## config.mk

```make
export PLATFORM = sky130hd
export DESIGN_NAME = bus_ctrl
export DESIGN_NICKNAME = d
export VERILOG_FILES = /design/src/rtl/bus_ctrl.sv
export SDC_FILE = /design/constraint.sdc
export NUM_CORES = 1
export LEC_CHECK = 0
export CAP_MARGIN = 20
export CORE_AREA = 2 2 188 190
export DETAILED_ROUTE_END_ITERATION = 10
export DIE_AREA = 0 0 190 192
export PLACE_DENSITY = 0.6
export SYNTH_ARGS = -nofsm -noshare
export SYNTH_HDL_FRONTEND = slang
export SYNTH_SLANG_ARGS = --single-unit
```

## constraint.sdc

```tcl
create_clock -name i_CLK -period 9.7 [get_ports i_CLK]
set_input_delay 1.94 -clock i_CLK [delete_from_list [all_inputs] [get_ports i_CLK]]
set_output_delay 1.94 -clock i_CLK [all_outputs]
set_load 0.005 [all_outputs]
```

## src/rtl/bus_ctrl.sv

```systemverilog
`default_nettype none
// ============================================================================
//  Module      : bus_ctrl
//  Description : Bus controller behind the core load/store port.
//                - CE[7:4] slaves are zero-wait: combinational pass-through,
//                  granted in the request cycle (only while the FSM is idle).
//                - CE[3:0] slaves use a request/acknowledge handshake with
//                  latched address/data and a per-access timeout, so the core
//                  can never hang on a dead slave.
//                - Multiple CE[3:0] bits set is an illegal access and
//                  completes at once with an error and no slave strobe.
//  Ports       : i_CLK/i_RST        clock, asynchronous active-high reset
//                i_REQ/i_CE/i_ADDR/i_WDATA/i_WE/i_HB   core request
//                o_GNT/o_RDATA      grant and read data to the core
//                o_SLV_*            slave select, address, data, controls
//                i_SLV_ACK/i_SLV_RDATA  slave acknowledge and read data
//                o_BUS_ERR/o_ERR_ADDR   error pulse and last error address
//  Revision    : 1.0  initial release
// ============================================================================
module bus_ctrl #(
    parameter int TIMEOUT = 255
) (
    input  logic         i_CLK,
    input  logic         i_RST,
    input  logic         i_REQ,
    input  logic [7:0]   i_CE,
    input  logic [31:0]  i_ADDR,
    input  logic [31:0]  i_WDATA,
    input  logic         i_WE,
    input  logic [1:0]   i_HB,
    output logic         o_GNT,
    output logic [31:0]  o_RDATA,
    output logic [7:0]   o_SLV_CS,
    output logic [31:0]  o_SLV_ADDR,
    output logic [31:0]  o_SLV_WDATA,
    output logic         o_SLV_WE,
    output logic [1:0]   o_SLV_HB,
    input  logic [7:0]   i_SLV_ACK,
    input  logic [255:0] i_SLV_RDATA,
    output logic         o_BUS_ERR,
    output logic [31:0]  o_ERR_ADDR
);

    localparam int                 c_CNT_W    = $clog2(TIMEOUT + 1);
    localparam logic [c_CNT_W-1:0] c_CNT_LAST = c_CNT_W'(TIMEOUT - 1);
    localparam logic [c_CNT_W-1:0] c_CNT_MAX  = {c_CNT_W{1'b1}};

    typedef enum logic [1:0] {
        S_IDLE   = 2'd0,
        S_ACCESS = 2'd1,
        S_DONE   = 2'd2
    } state_t;

    state_t              r_state;
    state_t              w_state_nxt;

    logic [31:0]         r_addr;
    logic [31:0]         r_wdata;
    logic                r_we;
    logic [1:0]          r_hb;
    logic [3:0]          r_cs;
    logic [31:0]         r_rdata;
    logic [c_CNT_W-1:0]  r_cnt;
    logic                r_err;
    logic [31:0]         r_err_addr;

    logic [3:0]          w_ce_lo;
    logic                w_wait_req;
    logic                w_multi;
    logic                w_ack_hit;
    logic                w_cnt_last;
    logic [31:0]         w_sel_rdata;
    logic [31:0]         w_fast_rdata;
    logic                w_unused;

    assign w_ce_lo    = i_CE[3:0];
    assign w_wait_req = i_REQ & (|w_ce_lo);
    // x & (x-1) clears the lowest set bit; anything left means >1 bit set.
    assign w_multi    = |(w_ce_lo & (w_ce_lo - 4'd1));
    assign w_ack_hit  = |(i_SLV_ACK[3:0] & r_cs);
    assign w_cnt_last = (r_cnt == c_CNT_LAST);

    // Zero-wait slaves never acknowledge and wait-state slots 4..7 do not exist.
    assign w_unused   = ^{i_SLV_ACK[7:4]};

    // Read slot of the latched (one-hot) wait-state slave.
    always_comb begin
        w_sel_rdata = '0;
        for (int n = 0; n < 4; n++) begin
            w_sel_rdata = w_sel_rdata | (i_SLV_RDATA[32*n +: 32] & {32{r_cs[n]}});
        end
    end

    // Read slot of the lowest set bit in CE[7:4]; iterating downwards lets the
    // lowest bit win.
    always_comb begin
        w_fast_rdata = '0;
        for (int n = 7; n >= 4; n--) begin
            if (i_CE[n]) begin
                w_fast_rdata = i_SLV_RDATA[32*n +: 32];
            end
        end
    end

    // ------------------------------------------------------------------------
    // State register
    // ------------------------------------------------------------------------
    always_ff @(posedge i_CLK or posedge i_RST) begin
        if (i_RST) begin
            r_state <= S_IDLE;
        end else begin
            r_state <= w_state_nxt;
        end
    end

    // ------------------------------------------------------------------------
    // Next state and core/slave outputs
    // ------------------------------------------------------------------------
    always_comb begin
        w_state_nxt = r_state;
        o_GNT       = 1'b0;
        o_RDATA     = '0;
        o_SLV_CS    = '0;
        o_SLV_ADDR  = '0;
        o_SLV_WDATA = '0;
        o_SLV_WE    = 1'b0;
        o_SLV_HB    = '0;
        o_BUS_ERR   = 1'b0;

        case (r_state)
            S_IDLE: begin
                if (w_wait_req) begin
                    // Illegal multi-select skips the slave phase entirely.
                    w_state_nxt = w_multi ? S_DONE : S_ACCESS;
                end else begin
                    o_GNT = 1'b1;
                    if (i_REQ) begin
                        o_SLV_CS    = i_CE;
                        o_SLV_ADDR  = i_ADDR;
                        o_SLV_WDATA = i_WDATA;
                        o_SLV_WE    = i_WE;
                        o_SLV_HB    = i_HB;
                        o_RDATA     = w_fast_rdata;
                    end
                end
            end
            S_ACCESS: begin
                o_SLV_CS    = {4'b0000, r_cs};
                o_SLV_ADDR  = r_addr;
                o_SLV_WDATA = r_wdata;
                o_SLV_WE    = r_we;
                o_SLV_HB    = r_hb;
                if (w_ack_hit || w_cnt_last) begin
                    w_state_nxt = S_DONE;
                end
            end
            S_DONE: begin
                o_GNT       = 1'b1;
                o_RDATA     = r_rdata;
                o_BUS_ERR   = r_err;
                w_state_nxt = S_IDLE;
            end
            default: begin
                w_state_nxt = S_IDLE;
            end
        endcase
    end

    // ------------------------------------------------------------------------
    // Access latches, timeout counter, completion data and error capture
    // ------------------------------------------------------------------------
    always_ff @(posedge i_CLK or posedge i_RST) begin
        if (i_RST) begin
            r_addr     <= '0;
            r_wdata    <= '0;
            r_we       <= 1'b0;
            r_hb       <= '0;
            r_cs       <= '0;
            r_rdata    <= '0;
            r_cnt      <= '0;
            r_err      <= 1'b0;
            r_err_addr <= '0;
        end else begin
            case (r_state)
                S_IDLE: begin
                    if (w_wait_req) begin
                        r_addr <= i_ADDR;
                        if (w_multi) begin
                            r_cs       <= '0;
                            r_rdata    <= '0;
                            r_err      <= 1'b1;
                            r_err_addr <= i_ADDR;
                        end else begin
                            r_wdata <= i_WDATA;
                            r_we    <= i_WE;
                            r_hb    <= i_HB;
                            r_cs    <= w_ce_lo;
                            r_cnt   <= '0;
                            r_err   <= 1'b0;
                        end
                    end
                end
                S_ACCESS: begin
                    // Ack takes priority over an expiring timeout.
                    if (w_ack_hit) begin
                        r_rdata <= w_sel_rdata;
                        r_err   <= 1'b0;
                    end else if (w_cnt_last) begin
                        r_rdata    <= '0;
                        r_err      <= 1'b1;
                        r_err_addr <= r_addr;
                    end else if (r_cnt != c_CNT_MAX) begin
                        r_cnt <= r_cnt + 1'b1;
                    end
                end
                S_DONE: begin
                    r_err <= 1'b0;
                    r_cs  <= '0;
                end
                default: begin
                    r_err <= 1'b0;
                end
            endcase
        end
    end

    assign o_ERR_ADDR = r_err_addr;

endmodule
`default_nettype wire

```

==> impl_metrics.yaml, run 1 <==
outcome:
  status: "finished clean"
logic_synthesis:
  syn_nets: 1336
  ys_types: 43
  synth_edf_count: 0
  ys_seq_area_share_pct: 43.6
  yosys_warnings: 0
  synth_top_flop_cell: "dfrtp_1"
  synth_cells: 992
  avgSynthCellArea_um2: 8.45
  ys_ff_latch: 146
  synth_area_um2: 8380
  async_flop_share_pct: 100
cts:
  max-clock-path-buffers: 2
  cts_max_level: 4
  clock_sinks: 146
  cts_buffers: 17
  cts_setup_buffers: 0
  post_cts_resize_count: 0
  cts_tree: "yes"
  clk_pin_slew_ns: 0.06
  cts-hold-fix-buffers: 0
  clk_latency_ns: 0.43
  cts_root_buf: "clkbuf_16"
worst_setup_path:
  cp.arrival_ns: 5.04
  worstSetupPathType: "input pin to output port"
  cp_cell_sequence: "clkdlybuf4s50_1, o41ai_2, nand3_2, buf_4, o21ai_0, clkdlybuf4s50_1"
  start_kind: "input pin"
  critPathTopFamily: "buffers and inverters"
  cp_common_cell: "clkdlybuf4s50_1"
  cp-end-kind: "output port"
  cp_slowest_cell: "nand3_2"
  required_ns: 7.76
  worst-path-buf-inv: 3
  worst-path-max-fanout: 29
  rrSetupSlack_ns: 6.73
  max_stage_delay_ns: 0.73
detailed_routing:
  drt-pass1-iter-count: 6
  drt-initial-drc-count: 828
  totalWireLength_um: 38400
  drtAntennaViolNets: 0
  vias: 9337
  drc_errors: 0
  routed_via_density: 4.95
  wire_per_inst_um: 20.3
cells_and_area:
  syn_to_final_growth_pct: 68.8
  seqCellArea_um2: 3650
  nFillCells: 3370
  layout_common_cells: "clkdlybuf4s50_1, nand2_1, dfrtp_1"
  finalInstanceArea_um2: 14100
  layout_commonest_cell: "clkdlybuf4s50_1"
  num-nets-final: 1762
  drive_gt1_share_pct: 6.08
  multi_input_area_um2: 4340
power_and_ir_drop:
  p_int_mw: 1.97
  power_density_nw_per_um2: 217
  ir_worst_vdd_mv: 0.118
  combinationalPowerShare_pct: 46.0
  power.switching_mw: 1.10
  clockPowerShare_pct: 21.8
  finalPower_mw: 3.07
  p_seq_share_pct: 32.2
  netSwitchingFraction_pct: 35.8
  leakage_nw: 5.72
die:
  die_h_um: 192
  dieArea_um2: 36500
  start_util_pct: 24.4
  die_width_um: 190
  coreArea_um2: 34300
  ios: 483
  rows: 68
timing:
  fmax_mhz: 143
  period_share_pct: 72.0
  period_minus_slack_ns: 6.98
  slew_headroom_pct: 31.5
  whs_ns: 0.479
  fin_skew_ns: 0.0118
  worst_pin_slew_ns: 1.03
  totalNegativeSetupSlack_ns: 0
  drv_slew: 0
  hold_viol: 0
  rsz0062_at_grt: "false"
  setup_viol: 0
grt:
  grt_pass1_wl_um: 56700
  antenna_found_initial: 4
  first_global_vias: 9258
  grt.overflow.total: 0
  grt_usage_pct: 20.6
  grt_max_degree: 85
job:
  maxCapViolCount: 0
placement:
  io_buffers: 478
  place.gp.congestion: 0.890
  placed_area_um2: 13500
  hpwl_um: 28500
min_path:
  hold_class: "register to register"
kinds of logic after synthesis:
logic type / share of synthesized area [%]
buf+inv: 5.03
compound gates: 27.3
mux: 2.96
flops: 43.6
simple gates: 20.7
fa+ha+maj: 0.433
metrics by stage:
stage / worst slack [ns] / instances / utilization [%]
after floorplan: 3.84 / 992 / -
after global placement: 2.73 / 1852 / 39.4
after detailed placement: 2.72 / 1852 / 39.4
after CTS: 2.71 / 1884 / 41.1
after global routing: 2.51 / 1886 / 41.2
final: 2.72 / 1888 / 41.3
worst paths after layout:
kind | startpoint | endpoint | depth (start not counted)
max in group asynchronous | i_RST | r_rdata[26] | 3
hold reg to reg | r_wdata[16] | r_wdata[16] | 2
hold / removal | r_wdata[16] | r_wdata[16] | 2
setup reg to reg | r_cs[0] | r_cnt[4] | 6
min in group asynchronous | i_RST | o_ERR_ADDR[2] | 2
setup / recovery | i_CE[1] | o_SLV_ADDR[28] | 6
synth_stat cells (31+ instances only):
master     number  area share (%)
a21oi_1        40             2.4
a22o_1         72             7.5
o21ai_1        34             2.0
nand2_1       266              12
o2bb2ai_1      32             3.3
nor3_1         31             1.9
nor2_1         38             1.7
dfrtp_1       146              44
nor2b_1        34             2.5
clkbuf_1       63             2.8
a31oi_1        33             2.5
a221oi_1       63             6.6
power groups by stage:
stage | Clock [mW] | Combinational, mW | Sequential, mW
after floorplan | 0 | 0.682 | 0.966
after global placement | 0 | 1.41 | 0.984
after detailed placement | 0 | 1.41 | 0.992
after CTS | 0.692 | 1.42 | 0.986
after global routing | 0.720 | 1.54 | 1.01
final | 0.668 | 1.41 | 0.986
worst min-delay path: stages (launching register included):
cell and delay, ns:
dfrtp_1 0.34, nand2_1 0.05, nand2_1 0.05
layout make-up:
class                      count  share of cell area, %
sequential                   146                   25.8
clock inverter                12                  0.929
timing repair buffer         496                   34.9
inverter                      16                  0.460
multi-input combinational    741                   30.7
antenna                        2                 0.0354
tap                          455                   4.02
clock buffer                  20                   3.16
sequential cells by signal, indices dropped and copies added (netlist names):
| name | count |
|---|---|
| o_ERR_ADDR | 32 |
| r_addr | 32 |
| r_rdata | 32 |
| r_wdata | 32 |
| r_cnt | 8 |
| r_cs | 4 |
| r_hb | 2 |
| r_state | 2 |
| r_err | 1 |
| r_we | 1 |
metal layers:
layer | vias to the layer above | wire length, um | global-route usage [%] | share of wire (%)
met5 | - | 27 | 0 | 0.070
met4 | 4 | 648 | 5.31 | 1.7
met3 | 39 | 3010 | 4.93 | 7.8
met2 | 370 | 17500 | 32.6 | 46
met1 | 4467 | 17200 | 28.2 | 45
li1 | 4457 | - | - | -
(Power assumes the default switching activity.)
==> run 2, diff against run 1 <==
--- a/config.mk
+++ b/config.mk
@@ -6,10 +6,10 @@
 export NUM_CORES = 1
 export LEC_CHECK = 0
 export CAP_MARGIN = 20
-export CORE_AREA = 2 2 188 190
+export CORE_AREA = 2 2 189 191
 export DETAILED_ROUTE_END_ITERATION = 10
-export DIE_AREA = 0 0 190 192
-export PLACE_DENSITY = 0.6
+export DIE_AREA = 0 0 191 193
+export PLACE_DENSITY = 0.59
 export SYNTH_ARGS = -nofsm -noshare
 export SYNTH_HDL_FRONTEND = slang
 export SYNTH_SLANG_ARGS = --single-unit
==> constraint.sdc (replaced) <==
create_clock -name i_CLK -period 7 [get_ports i_CLK]
set_input_delay 1.4 -clock i_CLK [delete_from_list [all_inputs] [get_ports i_CLK]]
set_output_delay 1.4 -clock i_CLK [all_outputs]
set_load 0.005 [all_outputs]
==> impl_metrics.yaml, run 2 (same netlist as run 1, synthesis figures left out) <==
power_and_ir_drop:
  power_density_nw_per_um2: 298
  ir_worst_vdd_mv: 0.155
  leakage_nw: 5.70
die:
  rows: 69
  start_util_pct: 24.0
  ios: 483
  die_width_um: 191
  coreArea_um2: 35000
  dieArea_um2: 36900
  die_h_um: 193
timing:
  worst_pin_slew_ns: 1.04
  slew_headroom_pct: 30.2
  hold_viol: 0
  totalNegativeSetupSlack_ns: 0
  fin_skew_ns: 0.00878
  period_share_pct: 81.5
  fmax_mhz: 175
  setup_viol: 0
  drv_slew: 0
  finalWorstSetupSlack_ns: 1.30
  rsz0062_at_grt: "false"
  period_minus_slack_ns: 5.70
worst_setup_path:
  r2r_cells: 6
  cp.arrival_ns: 4.30
  start_kind: "input pin"
  worstSetupPathType: "input pin to output port"
  cp-end-kind: "output port"
  path_depth: 6
  critPathTopFamily: "buffers and inverters"
  cp_common_cell: "clkdlybuf4s50_1"
  required_ns: 5.60
  max_stage_delay_ns: 0.56
  worst-path-buf-inv: 3
  cp_slowest_cell: "o41ai_2"
  cp_cell_sequence: "clkdlybuf4s50_1, o41ai_2, nand3_2, buf_4, o21ai_1, clkdlybuf4s50_1"
  worst-path-max-fanout: 28
placement:
  hpwl_um: 29300
  placed_area_um2: 13600
  dp_slack_ns: 1.28
  place.gp.congestion: 0.939
  io_buffers: 478
cells_and_area:
  syn_to_final_growth_pct: 68.7
  final_core_util_pct: 40.4
  drive_gt1_share_pct: 6.28
  finalInstanceArea_um2: 14100
  layout_commonest_cell: "clkdlybuf4s50_1"
  layout_common_cells: "clkdlybuf4s50_1, nand2_1, dfrtp_1"
  num-nets-final: 1763
grt:
  grt_usage_pct: 20.9
  grt_pass1_wl_um: 57800
  first_global_vias: 9276
  grt.overflow.total: 0
  antenna_found_initial: 6
  grt_max_degree: 73
cts:
  cts-hold-fix-buffers: 0
  max-clock-path-buffers: 2
  cts_tree: "yes"
  cts_root_buf: "clkbuf_16"
  cts_buffers: 17
  cts_setup_buffers: 0
  post_cts_resize_count: 0
  cts_max_level: 4
  clock_sinks: 146
  clk_pin_slew_ns: 0.07
  clk_latency_ns: 0.43
detailed_routing:
  drt-pass1-iter-count: 5
  wire_per_inst_um: 20.9
  drtAntennaViolNets: 0
  drc_errors: 0
  vias: 9416
  totalWireLength_um: 39600
  drt-initial-drc-count: 579
  routed_via_density: 4.96
min_path:
  hold_class: "register to register"
  worstHoldPathCells: 2
job:
  maxCapViolCount: 0
outcome:
  status: "finished clean"
[run 2: changes by cell type in the layout (fill, tap and decap cells not counted), sizes merged]
| cell | before | now |
|---|---|---|
| clkbuf | 20 | 18 |
| bufinv | 2 | 0 |
| diode | 2 | 4 |
| inv | 19 | 24 |
| clkinv | 6 | 3 |
| buf | 20 | 21 |
| clkinvlp | 1 | 3 |
[run 2: final timing paths]
kind                        startpoint          end  slack [ns]
max in group asynchronous        i_RST  r_rdata[30]        4.48
min in group asynchronous        i_RST  r_wdata[16]        1.28
min                        r_wdata[10]  r_wdata[10]        0.48
max reg2reg                    r_cs[2]     r_cnt[4]        4.00
max                            i_CE[1]  o_RDATA[11]        1.30
min reg2reg                r_wdata[10]  r_wdata[10]        0.48
[run 2: area by class of cell]
class	instances	area [um^2]
antenna	4	10.0
clock buffer	18	439
clock inverter	14	118
fill	3533	20800
inverter	16	65.1
multi-input combinational	741	4350
sequential	146	3650
tap	461	577
timing repair buffer	497	4930
[run 2: worst reg2reg max path: stages (launching register included)]
cell and delay (ns):
dfrtp_1 0.36, buf_4 0.25, a22oi_1 0.54, a21o_2 0.70
nand4b_2 0.44, or3_1 0.47, a21oi_1 0.15
[run 2: report_power, final]
group          switching (mW)  internal, mW  leakage (nW)
clock                   0.413         0.474         0.267
combinational           0.947          1.01          3.62
sequential              0.192          1.17          1.82
[run 2: stage by stage]
stage | power, mW | hold WS (ns) | cells
3_3_place_gp | 3.33 | 0.459 | 1860
5_1_grt | 4.51 | 0.502 | 1893
6_report | 4.21 | 0.476 | 1897
4_1_cts | 4.27 | 0.481 | 1892
3_5_place_dp | 3.35 | 0.466 | 1860
2_1_floorplan | 2.28 | 0.446 | 992
[run 2: routing by layer]
metal,routed length (um),track usage [%]
met1,17400,27.8
met2,18500,34.2
met3,3240,5.48
met4,451,4.59
met5,26,0
